==> config.mk <==
export PLATFORM = sky130hd
export DESIGN_NAME = axil_regfile
export DESIGN_NICKNAME = d
export VERILOG_FILES = /design/src/rtl/axil_regfile.sv
export SDC_FILE = /design/constraint.sdc
export NUM_CORES = 1
export LEC_CHECK = 0
export ABC_AREA = 0
export CORE_AREA = 2 2 263 265
export CTS_CLUSTER_DIAMETER = 80
export DETAILED_ROUTE_END_ITERATION = 7
export DIE_AREA = 0 0 265 267
export PLACE_DENSITY_LB_ADDON = 0.05
export SLEW_MARGIN = 20
export SYNTH_ARGS = -nofsm -noshare
export SYNTH_HDL_FRONTEND = slang
export SYNTH_SLANG_ARGS = --single-unit
==> constraint.sdc <==
create_clock -name clk -period 5.5 [get_ports clk]
set_clock_uncertainty 0.05 [all_clocks]
set_input_delay 0.825 -clock clk [delete_from_list [all_inputs] [get_ports clk]]
set_output_delay 0.825 -clock clk [all_outputs]
set_load 0.02 [all_outputs]
==> src/rtl/axil_regfile.sv <==
// ---------------------------------------------------------------------------
// axil_regfile
//
// AXI4-Lite slave register bank. NUM_REGS word registers sit at consecutive
// word addresses starting at BASE_ADDR. Registers flagged in RO_MASK are
// read-only: reads return the matching hw_status slice and writes are refused
// with SLVERR. Every committed write to a writable register pulses the
// matching reg_wr_pulse bit for one cycle, as long as any strobe was set.
//
// The AW and W channels each have a one-entry holding register, so they can
// complete their handshakes in any order. A write commits once both are held
// and the B channel is free, or is being freed in that same cycle.
//
// Ports
//   clk, rst_n                    clock, synchronous active-low reset
//   axi_aw* / axi_w* / axi_b*     AXI4-Lite write address, data, response
//   axi_ar* / axi_r*              AXI4-Lite read address, data
//   reg_q                         flattened register contents, slice i = reg i
//   reg_wr_pulse                  one-cycle pulse per register on a commit
//   hw_status                     read values for the read-only registers
// ---------------------------------------------------------------------------
module axil_regfile #(
   parameter int unsigned             ADDR_WIDTH = 32,
   parameter logic [ADDR_WIDTH-1:0]   BASE_ADDR  = ADDR_WIDTH'(32'h1000_0000),
   parameter int unsigned             NUM_REGS   = 8,
   parameter int unsigned             DATA_WIDTH = 32,
   parameter int unsigned             STRB_WIDTH = DATA_WIDTH / 8,
   parameter logic [NUM_REGS-1:0]     RO_MASK    = '0
) (
   input  logic                           clk,
   input  logic                           rst_n,

   input  logic [ADDR_WIDTH-1:0]          axi_awaddr,
   input  logic                           axi_awvalid,
   output logic                           axi_awready,
   input  logic [DATA_WIDTH-1:0]          axi_wdata,
   input  logic [STRB_WIDTH-1:0]          axi_wstrb,
   input  logic                           axi_wvalid,
   output logic                           axi_wready,
   output logic [1:0]                     axi_bresp,
   output logic                           axi_bvalid,
   input  logic                           axi_bready,

   input  logic [ADDR_WIDTH-1:0]          axi_araddr,
   input  logic                           axi_arvalid,
   output logic                           axi_arready,
   output logic [DATA_WIDTH-1:0]          axi_rdata,
   output logic [1:0]                     axi_rresp,
   output logic                           axi_rvalid,
   input  logic                           axi_rready,

   output logic [NUM_REGS*DATA_WIDTH-1:0] reg_q,
   output logic [NUM_REGS-1:0]            reg_wr_pulse,
   input  logic [NUM_REGS*DATA_WIDTH-1:0] hw_status
);

   localparam int unsigned ADDR_LSB = $clog2(STRB_WIDTH);
   localparam int unsigned IDX_W    = (NUM_REGS > 1) ? $clog2(NUM_REGS) : 1;
   localparam logic [ADDR_WIDTH-1:0] NUM_REGS_A = ADDR_WIDTH'(NUM_REGS);
   localparam logic [1:0] RESP_OKAY   = 2'b00;
   localparam logic [1:0] RESP_SLVERR = 2'b10;

   // A hit must lie at or above the base, be word aligned and fall inside the
   // bank. BASE_ADDR is itself aligned, so checking the raw address's low bits
   // is the same as checking the offset's low bits.
   function automatic logic decodeHit(input logic [ADDR_WIDTH-1:0] addr);
      logic [ADDR_WIDTH-1:0] offset;
      offset = addr - BASE_ADDR;
      return (addr >= BASE_ADDR) &&
             (addr[ADDR_LSB-1:0] == '0) &&
             ((offset >> ADDR_LSB) < NUM_REGS_A);
   endfunction

   // Register index of an address. Only meaningful when decodeHit is true.
   function automatic logic [IDX_W-1:0] decodeIdx(input logic [ADDR_WIDTH-1:0] addr);
      logic [ADDR_WIDTH-1:0] offset;
      offset = addr - BASE_ADDR;
      return offset[ADDR_LSB +: IDX_W];
   endfunction

   // Write channel state
   logic                  awHeld_q, awHeld_d;
   logic [ADDR_WIDTH-1:0] awAddr_q, awAddr_d;
   logic                  wHeld_q,  wHeld_d;
   logic [DATA_WIDTH-1:0] wData_q,  wData_d;
   logic [STRB_WIDTH-1:0] wStrb_q,  wStrb_d;
   logic                  bValid_q, bValid_d;
   logic [1:0]            bResp_q,  bResp_d;

   // Read channel state
   logic                  rValid_q, rValid_d;
   logic [DATA_WIDTH-1:0] rData_q,  rData_d;
   logic [1:0]            rResp_q,  rResp_d;

   // Register storage and write pulses
   logic [DATA_WIDTH-1:0] regs_q [NUM_REGS];
   logic [DATA_WIDTH-1:0] regs_d [NUM_REGS];
   logic [NUM_REGS-1:0]   wrPulse_q, wrPulse_d;

   logic [DATA_WIDTH-1:0] hwStatus [NUM_REGS];

   logic                  awHs, wHs, arHs, commit;
   logic                  wrHit, wrOk, rdHit;
   logic [IDX_W-1:0]      wrIdx, rdIdx;

   for (genvar g = 0; g < NUM_REGS; g++) begin : gSlice
      assign hwStatus[g]                         = hw_status[g*DATA_WIDTH +: DATA_WIDTH];
      assign reg_q[g*DATA_WIDTH +: DATA_WIDTH]   = regs_q[g];
   end

   assign axi_awready  = ~awHeld_q;
   assign axi_wready   = ~wHeld_q;
   assign axi_bvalid   = bValid_q;
   assign axi_bresp    = bResp_q;
   // A new read may be accepted whenever the output slot is empty or is
   // being drained in this same cycle, which gives one read per cycle.
   assign axi_arready  = ~rValid_q | axi_rready;
   assign axi_rvalid   = rValid_q;
   assign axi_rdata    = rData_q;
   assign axi_rresp    = rResp_q;
   assign reg_wr_pulse = wrPulse_q;

   assign awHs   = axi_awvalid & ~awHeld_q;
   assign wHs    = axi_wvalid  & ~wHeld_q;
   assign arHs   = axi_arvalid & axi_arready;
   // The B slot is free if empty or if its current response is being
   // accepted now; in the latter case bvalid stays high with the new response.
   assign commit = awHeld_q & wHeld_q & (~bValid_q | axi_bready);

   assign wrHit  = decodeHit(awAddr_q);
   assign wrIdx  = decodeIdx(awAddr_q);
   assign wrOk   = wrHit && !RO_MASK[wrIdx];
   assign rdHit  = decodeHit(axi_araddr);
   assign rdIdx  = decodeIdx(axi_araddr);

   // Write path next state. A commit can never coincide with a new AW or W
   // handshake, because both holding registers must be full to commit and a
   // full holding register keeps its ready low.
   always_comb begin
      awHeld_d  = awHeld_q;
      awAddr_d  = awAddr_q;
      wHeld_d   = wHeld_q;
      wData_d   = wData_q;
      wStrb_d   = wStrb_q;
      bValid_d  = bValid_q;
      bResp_d   = bResp_q;
      regs_d    = regs_q;
      wrPulse_d = '0;

      if (awHs) begin
         awHeld_d = 1'b1;
         awAddr_d = axi_awaddr;
      end

      if (wHs) begin
         wHeld_d = 1'b1;
         wData_d = axi_wdata;
         wStrb_d = axi_wstrb;
      end

      if (commit) begin
         awHeld_d = 1'b0;
         wHeld_d  = 1'b0;
         bValid_d = 1'b1;
         bResp_d  = wrOk ? RESP_OKAY : RESP_SLVERR;
         if (wrOk) begin
            for (int b = 0; b < int'(STRB_WIDTH); b++) begin
               if (wStrb_q[b]) begin
                  regs_d[wrIdx][8*b +: 8] = wData_q[8*b +: 8];
               end
            end
            wrPulse_d[wrIdx] = |wStrb_q;
         end
      end else if (axi_bready) begin
         bValid_d = 1'b0;
      end
   end

   // Read path next state. The data is taken from the registers as they are
   // before this edge, so a read racing a commit to the same register returns
   // the old value.
   always_comb begin
      rValid_d = rValid_q;
      rData_d  = rData_q;
      rResp_d  = rResp_q;

      if (arHs) begin
         rValid_d = 1'b1;
         if (!rdHit) begin
            rData_d = '0;
            rResp_d = RESP_SLVERR;
         end else if (RO_MASK[rdIdx]) begin
            rData_d = hwStatus[rdIdx];
            rResp_d = RESP_OKAY;
         end else begin
            rData_d = regs_q[rdIdx];
            rResp_d = RESP_OKAY;
         end
      end else if (axi_rready) begin
         rValid_d = 1'b0;
      end
   end

   // Reset drops any held AW/W beat and any pending response outright.
   always_ff @(posedge clk) begin
      if (!rst_n) begin
         awHeld_q  <= 1'b0;
         awAddr_q  <= '0;
         wHeld_q   <= 1'b0;
         wData_q   <= '0;
         wStrb_q   <= '0;
         bValid_q  <= 1'b0;
         bResp_q   <= RESP_OKAY;
         rValid_q  <= 1'b0;
         rData_q   <= '0;
         rResp_q   <= RESP_OKAY;
         wrPulse_q <= '0;
         for (int i = 0; i < int'(NUM_REGS); i++) begin
            regs_q[i] <= '0;
         end
      end else begin
         awHeld_q  <= awHeld_d;
         awAddr_q  <= awAddr_d;
         wHeld_q   <= wHeld_d;
         wData_q   <= wData_d;
         wStrb_q   <= wStrb_d;
         bValid_q  <= bValid_d;
         bResp_q   <= bResp_d;
         rValid_q  <= rValid_d;
         rData_q   <= rData_d;
         rResp_q   <= rResp_d;
         wrPulse_q <= wrPulse_d;
         regs_q    <= regs_d;
      end
   end

endmodule

==> flow_summary.ini, run 1 <==
[outcome]
run_status = completed

[sta]
worst_hold_slack_ps = 400
max-slew-margin-rel_pct = 27.0
setup_viol_count_final = 0
fin_tns_setup_ps = 0
report.final.slew_viol_count = 0
max_clock_freq_ghz = 0.325
setup_repair_after_global_routing_missed_its_margin = no
final.period_utilization_pct = 55.9
tightest_slew_ps = 1090
layout_min_cycle_time_ps = 3080
timing_hold_violations_final = 0

[floorplan]
io_pins = 668
floorplan.core_area_mm2 = 0.0680
height_of_the_die_um = 267
placement_rows = 96
die_x_um = 265
floorplan.initialDensity_pct = 23.2
design.die.area_mm2 = 0.0708

[cts]
cts_max_path_buffers = 3
tritoncts = done
cts.htree.levels = 2
cts_hold_repair.buffers = 0
path_clk_slew_ps = 50
clkSinkCount = 370
clock_insertion_delay_worst_skew_ps = 580
tritoncts_buffer_count = 47
clock_root_buffer = sky130_fd_sc_hd__clkbuf_16
post_cts_buffers = 0
cts_resized = 0

[global_routing]
antenna_found_initial = 4
grt_usage_pct = 17.7
grt_start_max_net_pins = 137
grt_pass1_vias = 12561
globalRouteOverflowTotal = 0
wire_length_of_the_first_global_routing_pass_mm = 91.6

[yosys]
ys.flop_type = sky130_fd_sc_hd__dfxtp_1
syn_area_mm2 = 0.0158
muxShareOfSynthArea_pct = 27.4
share_of_the_synthesized_netlist_area_taken_by_xor_and_xnor_gates_pct = 0
synth_compound_gate_area_share_pct = 3.52
avgSynthCellArea_um2 = 10.4
yosys.area_share.adder_pct = 0
ys_ff_latch = 370
number_of_instances_in_the_synthesized_netlist = 1514
synth_top_family_by_area = multiplexers
synth_warnings = 0
synth_edf_count = 0
async_flop_share_pct = 0
synth_sequential_area_ratio_pct = 46.9
simple_gate_area_share_of_the_yosys_netlist_pct = 18.7
yosys.cell_types.count = 42

[setup_path]
worst_path_most_repeated_cell = sky130_fd_sc_hd__clkdlybuf4s50_1
timing.critical_path.max_delay_family = buffers and inverters
path_cells = clkdlybuf4s50_1 -> nand2b_1 -> clkdlybuf4s50_1
source_of_the_critical_timing_path = axi_rready
timing.critical_path.slowest_stage_cell = sky130_fd_sc_hd__clkdlybuf4s50_1
largest_stage_delay_on_the_critical_path_ps = 680
crit_path_start_kind = input pin
startpoint_to_endpoint_class_of_the_critical_path = in -> out
worst-endpoint-arrival_ps = 2200
worst-path-max-fanout = 5
critPathBufInv = 2
worst_setup_path_end_kind = output port
worst_r2r_startpoint = awAddr_q[7]
worstPathRequired_ps = 4620

[hold_path]
hp-start = axi_rdata[11]
worstHoldPathType = reg -> reg

[drt]
drcViolationCount = 0
routed_wirelength_mm = 64.1
postRouteAntennaNets = 0
detail_route.wl_per_cell_um = 22.9
firstDrtPassIters = 5
first_iter_violations = 674
routed-via-count = 12493
mean_number_of_vias_per_cell = 4.46

[job]
max-cap-violations = 0

[finish]
layout.nets = 2250
final-instance-count-excl-fill = 2799
fraction_of_layout_cells_with_a_size_suffix_above_1_pct = 10.1
area_added_between_synthesis_and_finish_pct = 39.9

[pwr]
power_w = 0.00622
power.static_leakage_nw = 9.13
worst_ir_drop_vdd_mv = 0.207
power_density_mw_per_mm2 = 281

[place]
gp_congestion = 0.752
io_buffer_count = 409
numPlacedInstances = 2720
place.detailed.hpwl_mm = 44.5
-- kinds of logic after synthesis --
| logic type | Yosys count |
|---|---|
| AO/OA/AOI/OAI | 110 |
| buffers and inverters | 103 |
| other | 1 |
| AND/OR/NAND/NOR | 578 |
| flip-flops | 370 |
| multiplexers | 352 |
-- state kept, by name, summed over array words and instances, names as in the netlist --
signal        count
axi_bresp         1
axi_rdata        32
axi_bvalid        1
awHeld_q          1
wHeld_q           1
awAddr_q         32
wStrb_q           4
reg_wr_pulse      8
reg_q           256
wData_q          32
axi_rresp         1
axi_rvalid        1
-- cells in the mapped netlist, types with 2 or more instances --
cell type,instances,area share (%)
sky130_fd_sc_hd__nand4_4,29,3.9
sky130_fd_sc_hd__clkbuf_8,5,0.44
sky130_fd_sc_hd__o21ai_0,34,1.1
sky130_fd_sc_hd__nand2_1,461,11
sky130_fd_sc_hd__and3b_1,3,0.17
sky130_fd_sc_hd__and4_2,4,0.25
sky130_fd_sc_hd__nand3_1,3,0.095
sky130_fd_sc_hd__buf_1,5,0.12
sky130_fd_sc_hd__a21oi_1,72,2.3
sky130_fd_sc_hd__nor2b_1,3,0.12
sky130_fd_sc_hd__mux4_2,64,9.1
sky130_fd_sc_hd__and2_1,32,1.3
sky130_fd_sc_hd__mux2i_1,288,18
sky130_fd_sc_hd__nor3b_1,3,0.14
sky130_fd_sc_hd__and2b_2,3,0.17
sky130_fd_sc_hd__inv_1,5,0.12
sky130_fd_sc_hd__or4_4,3,0.21
sky130_fd_sc_hd__clkbuf_2,2,0.063
sky130_fd_sc_hd__o21ai_1,2,0.063
sky130_fd_sc_hd__nor2_1,9,0.21
sky130_fd_sc_hd__nor4_1,11,0.44
sky130_fd_sc_hd__nor3_1,3,0.095
sky130_fd_sc_hd__dfxtp_1,370,47
sky130_fd_sc_hd__buf_12,3,0.38
sky130_fd_sc_hd__buf_4,10,0.48
sky130_fd_sc_hd__buf_2,8,0.25
sky130_fd_sc_hd__nor4b_1,2,0.11
sky130_fd_sc_hd__nand2b_1,2,0.079
sky130_fd_sc_hd__clkbuf_1,62,1.5
-- cell usage in the layout, fill, tap and decap left out, types with 3 or more instances in the layout --
cell type                         synthesis  routed
sky130_fd_sc_hd__nor3b_1                  3       3
sky130_fd_sc_hd__and4_2                   4       4
sky130_fd_sc_hd__buf_4                   10      11
sky130_fd_sc_hd__nor3_1                   3       3
sky130_fd_sc_hd__a21oi_1                 72      71
sky130_fd_sc_hd__nor4_1                  11      11
sky130_fd_sc_hd__o21ai_0                 34      34
sky130_fd_sc_hd__nand4_4                 29      29
sky130_fd_sc_hd__nand3_1                  3       3
sky130_fd_sc_hd__mux4_2                  64      64
sky130_fd_sc_hd__and2_1                  32      32
sky130_fd_sc_hd__nand2_1                461     460
sky130_fd_sc_hd__dfxtp_1                370     370
sky130_fd_sc_hd__clkbuf_16                0      47
sky130_fd_sc_hd__inv_1                    5       5
sky130_fd_sc_hd__bufinv_16                0       4
sky130_fd_sc_hd__clkinv_2                 0       4
sky130_fd_sc_hd__inv_6                    0       3
sky130_fd_sc_hd__nor2_1                   9       9
sky130_fd_sc_hd__and2b_2                  3       3
sky130_fd_sc_hd__mux2i_1                288     288
sky130_fd_sc_hd__and3b_1                  3       3
sky130_fd_sc_hd__clkdlybuf4s50_1          0     405
sky130_fd_sc_hd__or4_4                    3       3
sky130_fd_sc_hd__clkbuf_8                 5       8
sky130_fd_sc_hd__clkbuf_1                62      11
-- routing by layer --
layer / GRT usage, % / share of wire, % / vias up
met1: 25.7 / 50 / 6077
met2: 26.2 / 42 / 354
li1: - / - / 5992
met5: 0 / 0.070 / -
met4: 3.33 / 1.3 / 6
met3: 4.93 / 6.6 / 64
-- stage by stage --
stage | area, µm² | util, % | setup WS (ps)
after floorplan | 15800 | - | 3280
after global placement | 20600 | 30.3 | 2020
after detailed placement | 20600 | 30.3 | 1990
after CTS | 22100 | 32.5 | 2410
after global routing | 22100 | 32.5 | 2370
final | 22100 | 32.5 | 2420
-- worst register-to-register path: cells and delay by family (launching register included) --
family | cells | cell delay [ps]
flip-flops | 1 | 310
multiplexers | 1 | 240
AND/OR/NAND/NOR | 3 | 2170
-- path summary, 6_finish.rpt --
| check | depth (start not counted) | slack (ps) | end |
|---|---|---|---|
| worst max-delay path | 3 | 2420 | axi_arready |
| worst max register to register | 4 | 2640 | reg_q[101] |
| worst min-delay path | 2 | 400 | axi_rdata[11] |
| worst min register to register | 2 | 400 | axi_rdata[11] |
-- power breakdown --
group	internal, W	leakage, nW	switching [W]
registers	0.00271	2.99	0.0000230
clock network	0.00186	0.736	0.00123
logic	0.000143	5.40	0.000256
-- area by class of cell --
type                    count  area, µm²
clock buffers              66       1330
repair buffers            420       4200
diodes                      1       2.50
clock inverters            12        174
flip-flops and latches    370       7410
fillers                  6958      45900
inverters                   6       25.0
multi-input cells        1042       7870
well taps                 882       1100
Note: power is estimated with default switching activity, not from simulation.
==> run 2: changes to the inputs <==
Settings changed: CORE_AREA 2 2 263 265 to 2 2 258 260, DIE_AREA 0 0 265 267 to 0 0 260 262.
Clock period 5.5 ns to 2.5 ns, I/O delays scaled along.
==> run 2 against run 1 <==
First-iteration DRC count shrank 23%. Die area fell by 3.7%. Flip-flop and latch count is the same. Clock-buffer cell count stayed put. Global-route usage down 0.45 points. Combinational power rose by 140%. Non-clock buffer count is 36 higher. Cell count rose by 0.64%. Total power rose by 120%. Via count increased by 1.2%. Routed wire length shrank 5.6%. Critical endpoint is now reg_q[227].
==> flow_summary.ini, run 2 (same netlist as run 1, synthesis figures left out) <==
[cts]
path_clk_slew_ps = 60
clock_insertion_delay_worst_skew_ps = 570
tritoncts_buffer_count = 46
tritoncts = done
cts.htree.levels = 2
clock_root_buffer = sky130_fd_sc_hd__clkbuf_16
cts_max_path_buffers = 3
post_cts_buffers = 0
cts_hold_repair.buffers = 0
clkSinkCount = 370
cts_resized = 0

[sta]
setup_repair_after_global_routing_missed_its_margin = no
final.period_utilization_pct = 88.3
fin_tns_setup_ps = 0
setup_viol_count_final = 0
report.final.slew_viol_count = 0
tightest_slew_ps = 558
max_clock_freq_ghz = 0.453
layout_min_cycle_time_ps = 2210
timing_hold_violations_final = 0
max-slew-margin-rel_pct = 62.8

[job]
max-cap-violations = 0

[global_routing]
wire_length_of_the_first_global_routing_pass_mm = 86.8
antenna_found_initial = 5
grt_start_max_net_pins = 78
met2_usage_pct = 26.1
grt_usage_pct = 17.3
gr-usage-met1_pct = 24.2
grt_pass1_vias = 12558
grt-busiest-layer = met2
grt_util_met3_pct = 5.42
globalRouteOverflowTotal = 0

[floorplan]
die_x_um = 260
floorplan.initialDensity_pct = 24.2
io_pins = 668
floorplan.core_area_mm2 = 0.0653
height_of_the_die_um = 262
design.die.area_mm2 = 0.0681
placement_rows = 94

[drt]
routed-via-count = 12649
routed_wirelength_mm = 60.5
first_iter_violations = 519
detail_route.wl_per_cell_um = 21.5
drcViolationCount = 0
firstDrtPassIters = 4
mean_number_of_vias_per_cell = 4.49
postRouteAntennaNets = 0

[pwr]
power_w = 0.0137
power_density_mw_per_mm2 = 607
share_comb_of_total_power_pct = 6.9
power.share.sequential_pct = 43.9
power.static_leakage_nw = 9.41
switching_power_w = 0.00324
switching_share_pct = 23.7
intPower_w = 0.0105
power.share.clock_pct = 49.2
worst_ir_drop_vdd_mv = 0.394

[outcome]
run_status = completed

[place]
io_buffer_count = 409
place.detailed.hpwl_mm = 43.6
gp_congestion = 0.746

[finish]
fraction_of_layout_cells_with_a_size_suffix_above_1_pct = 12.1
area_added_between_synthesis_and_finish_pct = 43.2
layout.nets = 2285
insertedDiodeCount = 0
largest_register_ffs = 256
mostFrequentLayoutCell = sky130_fd_sc_hd__nand2_1
layout_common_cells = sky130_fd_sc_hd__nand2_1, sky130_fd_sc_hd__clkdlybuf4s50_1, sky130_fd_sc_hd__dfxtp_1, sky130_fd_sc_hd__mux2i_1, sky130_fd_sc_hd__a21oi_1

[setup_path]
worst-endpoint-arrival_ps = 2590
worst_setup_path_end_kind = register
worst-path-max-fanout = 17
startpoint_to_endpoint_class_of_the_critical_path = reg -> reg
crit_path_start_kind = register
worstPathRequired_ps = 2880

[hold_path]
worstHoldPathType = in -> reg
==> run 2: cell count changes in the layout (fill, tap and decap cells not counted), moves of 2 or more <==
cell / delta
sky130_fd_sc_hd__buf_4: +18
sky130_fd_sc_hd__buf_12: +18
sky130_fd_sc_hd__clkbuf_1: -6
sky130_fd_sc_hd__clkinv_2: +2
sky130_fd_sc_hd__clkbuf_8: +7
==> run 2: layout make-up <==
class | instances | area [µm²]
Fill cell | 6633 | 42700
Multi-Input combinational cell | 1042 | 7870
Sequential cell | 370 | 7410
Timing Repair Buffer | 456 | 4690
Clock buffer | 66 | 1380
Tap cell | 864 | 1080
Clock inverter | 13 | 163
Inverter | 6 | 25.0
==> run 2: final timing paths <==
path | startpoint | slack, ps | end | cells past startpoint
worst max-delay path | awAddr_q[15] | 290 | reg_q[227] | 5
worst min-delay path | rst_n | 130 | reg_q[157] | 3
worst max register to register | awAddr_q[15] | 290 | reg_q[227] | 5
worst min register to register | axi_rdata[0] | 400 | axi_rdata[0] | 2
==> run 2: through the flow <==
| step | setup WS, ps | hold WS (ps) | cell area [µm²] | instances | utilization [%] |
|---|---|---|---|---|---|
| floorplan | 726 | 383 | 15800 | 1515 | - |
| global placement | 73.9 | 391 | 21100 | 2738 | 32.3 |
| detailed placement | 111 | 394 | 21100 | 2738 | 32.3 |
| CTS | 195 | 102 | 22600 | 2817 | 34.6 |
| global route | 156 | 120 | 22600 | 2817 | 34.6 |
| finish | 294 | 130 | 22600 | 2817 | 34.6 |
==> run 2: per-layer routing <==
metal,wire [µm],vias to the layer above,share of wire [%]
met4,763,10,1.3
met5,60,-,0.099
met1,28400,6145,47
li1,-,6065,-
met3,4870,55,8.1
met2,26400,374,44
==> run 2: power groups by stage <==
| stage | clock network, W | registers [W] | logic, W |
|---|---|---|---|
| detailed placement | 0 | 0.00615 | 0.000970 |
| finish | 0.00675 | 0.00602 | 0.000942 |
| CTS | 0.00700 | 0.00602 | 0.000972 |
| floorplan | 0 | 0.00614 | 0.000552 |
| global route | 0.00721 | 0.00603 | 0.00102 |
| global placement | 0 | 0.00615 | 0.000963 |
==> run 2: critical path: stages (launching register included) <==
cell	delay, ps
sky130_fd_sc_hd__dfxtp_1	310
sky130_fd_sc_hd__nor4_1	390
sky130_fd_sc_hd__and4_4	540
sky130_fd_sc_hd__buf_4	230
sky130_fd_sc_hd__nand4_4	310
sky130_fd_sc_hd__mux2i_1	210
==> run 3: changes to the inputs <==
Settings changed: RECOVER_POWER set to 25.
==> run 3 against run 2 <==
First-iteration DRC count shrank 3.7%. Combinational power shrank 1%. Worst hold slack gained 170 ps. Design area shrank 0.31%. Clock power is essentially flat. Cell count is the same.
==> flow_summary.ini, run 3 (same netlist as run 1, synthesis figures left out) <==
[finish]
multi_input_comb_area_mm2 = 0.00784
seq_area_mm2 = 0.00741
area_added_between_synthesis_and_finish_pct = 42.7
layout.core_utilization_pct = 34.5
largest_register_ffs = 256
layout.nets = 2285
final-instance-count-excl-fill = 2817
insertedDiodeCount = 0
filler_cell_count_in_the_final_layout = 6642
layout_common_cells = sky130_fd_sc_hd__nand2_1, sky130_fd_sc_hd__dfxtp_1, sky130_fd_sc_hd__clkdlybuf4s50_1, sky130_fd_sc_hd__mux2i_1, sky130_fd_sc_hd__a21oi_1
post-route-cell-area_mm2 = 0.0225
fraction_of_layout_cells_with_a_size_suffix_above_1_pct = 12.0
mostFrequentLayoutCell = sky130_fd_sc_hd__nand2_1

[sta]
tightest_slew_ps = 1150
max_clock_freq_ghz = 0.456
fin_tns_setup_ps = 0
layout_min_cycle_time_ps = 2190
final.period_utilization_pct = 87.7
report.final.slew_viol_count = 0
timing_hold_violations_final = 0
max-slew-margin-rel_pct = 23.6
setup_viol_count_final = 0
setup_repair_after_global_routing_missed_its_margin = no

[place]
place_area_mm2 = 0.0211
gp_congestion = 0.746
place.detailed.hpwl_mm = 43.6
io_buffer_count = 409
numPlacedInstances = 2738

[hold_path]
whs_endpoint = wData_q[2]
worstHoldPathType = in -> reg
hp-start = axi_wdata[2]
whs_path_depth = 3

[cts]
post_cts_buffers = 0
clock_root_buffer = sky130_fd_sc_hd__clkbuf_16
tritoncts_buffer_count = 46
clock_insertion_delay_worst_skew_ps = 570
cts_max_path_buffers = 3
path_clk_slew_ps = 60
cts_hold_repair.buffers = 0
cts_resized = 0
clkSinkCount = 370
cts.htree.levels = 2
tritoncts = done

[drt]
first_iter_violations = 500
detail_route.wl_per_cell_um = 21.5
routed_wirelength_mm = 60.5
mean_number_of_vias_per_cell = 4.48
postRouteAntennaNets = 0
routed-via-count = 12618
drcViolationCount = 0
firstDrtPassIters = 4

[pwr]
power_w = 0.0137
worst_ir_drop_vdd_mv = 0.395
power.static_leakage_nw = 9.57
power_density_mw_per_mm2 = 608

[setup_path]
worst_setup_path_end_kind = register
worstPathRequired_ps = 2880
worst_r2r_startpoint = awAddr_q[15]
largest_stage_delay_on_the_critical_path_ps = 530
reg2regPathDepth = 5
startpoint_to_endpoint_class_of_the_critical_path = reg -> reg
worst-path-max-fanout = 17
crit_path_start_kind = register
timing.rr.end = reg_q[227]
timing.critical_path.slowest_stage_cell = sky130_fd_sc_hd__and4_4
worst-r2r-setup-slack_ps = 310
path_cells = nor4_1 -> and4_4 -> buf_4 -> nand4_4 -> mux2i_1
worst-endpoint-arrival_ps = 2570

[global_routing]
globalRouteOverflowTotal = 0
antenna_found_initial = 5
grt_usage_pct = 17.3
grt_pass1_vias = 12558
grt_start_max_net_pins = 78
wire_length_of_the_first_global_routing_pass_mm = 86.8

[floorplan]
die_x_um = 260
height_of_the_die_um = 262
design.die.area_mm2 = 0.0681
floorplan.initialDensity_pct = 24.2
floorplan.core_area_mm2 = 0.0653
io_pins = 668
placement_rows = 94

[job]
max-cap-violations = 0

[outcome]
run_status = completed
==> run 3: cell count changes in the layout (fill, tap and decap cells not counted), moves of 2 or more <==
cell,delta
sky130_fd_sc_hd__buf_12,-2
sky130_fd_sc_hd__buf_4,-2
sky130_fd_sc_hd__clkbuf_2,+5
sky130_fd_sc_hd__clkdlybuf4s50_1,-55
sky130_fd_sc_hd__dlygate4sd3_1,+55
==> run 3: layer usage <==
layer	track usage (%)	part of all wire, %	vias to the layer above
li1	-	-	6064
met1	24.2	47	6133
met2	26.1	44	356
met3	5.42	7.8	55
met4	3.30	1.3	10
met5	0	0.089	-
==> run 3: layout make-up <==
cell class | count | share of cell area (%)
flip-flops and latches | 370 | 32.9
well taps | 864 | 4.80
repair buffers | 456 | 20.6
inverters | 6 | 0.111
clock inverters | 13 | 0.722
multi-input cells | 1042 | 34.8
clock buffers | 66 | 6.11
==> run 3: power by group <==
| group | leakage [nW] | internal [W] | switching [W] |
|---|---|---|---|
| registers | 2.99 | 0.00597 | 0.0000513 |
| clock network | 0.767 | 0.00411 | 0.00264 |
| logic | 5.81 | 0.000378 | 0.000553 |
==> run 3: worst max-delay path by stage <==
| stage | start | to | slack [ps] |
|---|---|---|---|
| 3_5_place_dp | axi_araddr[17] | axi_rdata[14] | 110 |
| 4_1_cts | awAddr_q[15] | reg_q[224] | 190 |
| 6_report | awAddr_q[15] | reg_q[227] | 310 |
| 3_3_place_gp | axi_araddr[6] | axi_rdata[19] | 70 |
| 5_1_grt | awAddr_q[15] | reg_q[227] | 170 |
| 2_1_floorplan | axi_araddr[4] | axi_rdata[11] | 730 |
==> run 3: per-stage QoR <==
step / worst slack, ps / hold slack (ps)
3_3_place_gp: 73.9 / 391
3_5_place_dp: 111 / 394
6_report: 308 / 303
2_1_floorplan: 726 / 383
5_1_grt: 171 / 278
4_1_cts: 195 / 102
==> run 3: critical path, delay by kind of cell (launching register included) <==
family / cells / cell delay, ps
buffers and inverters: 1 / 230
flip-flops: 1 / 310
multiplexers: 1 / 210
AND/OR/NAND/NOR: 3 / 1220
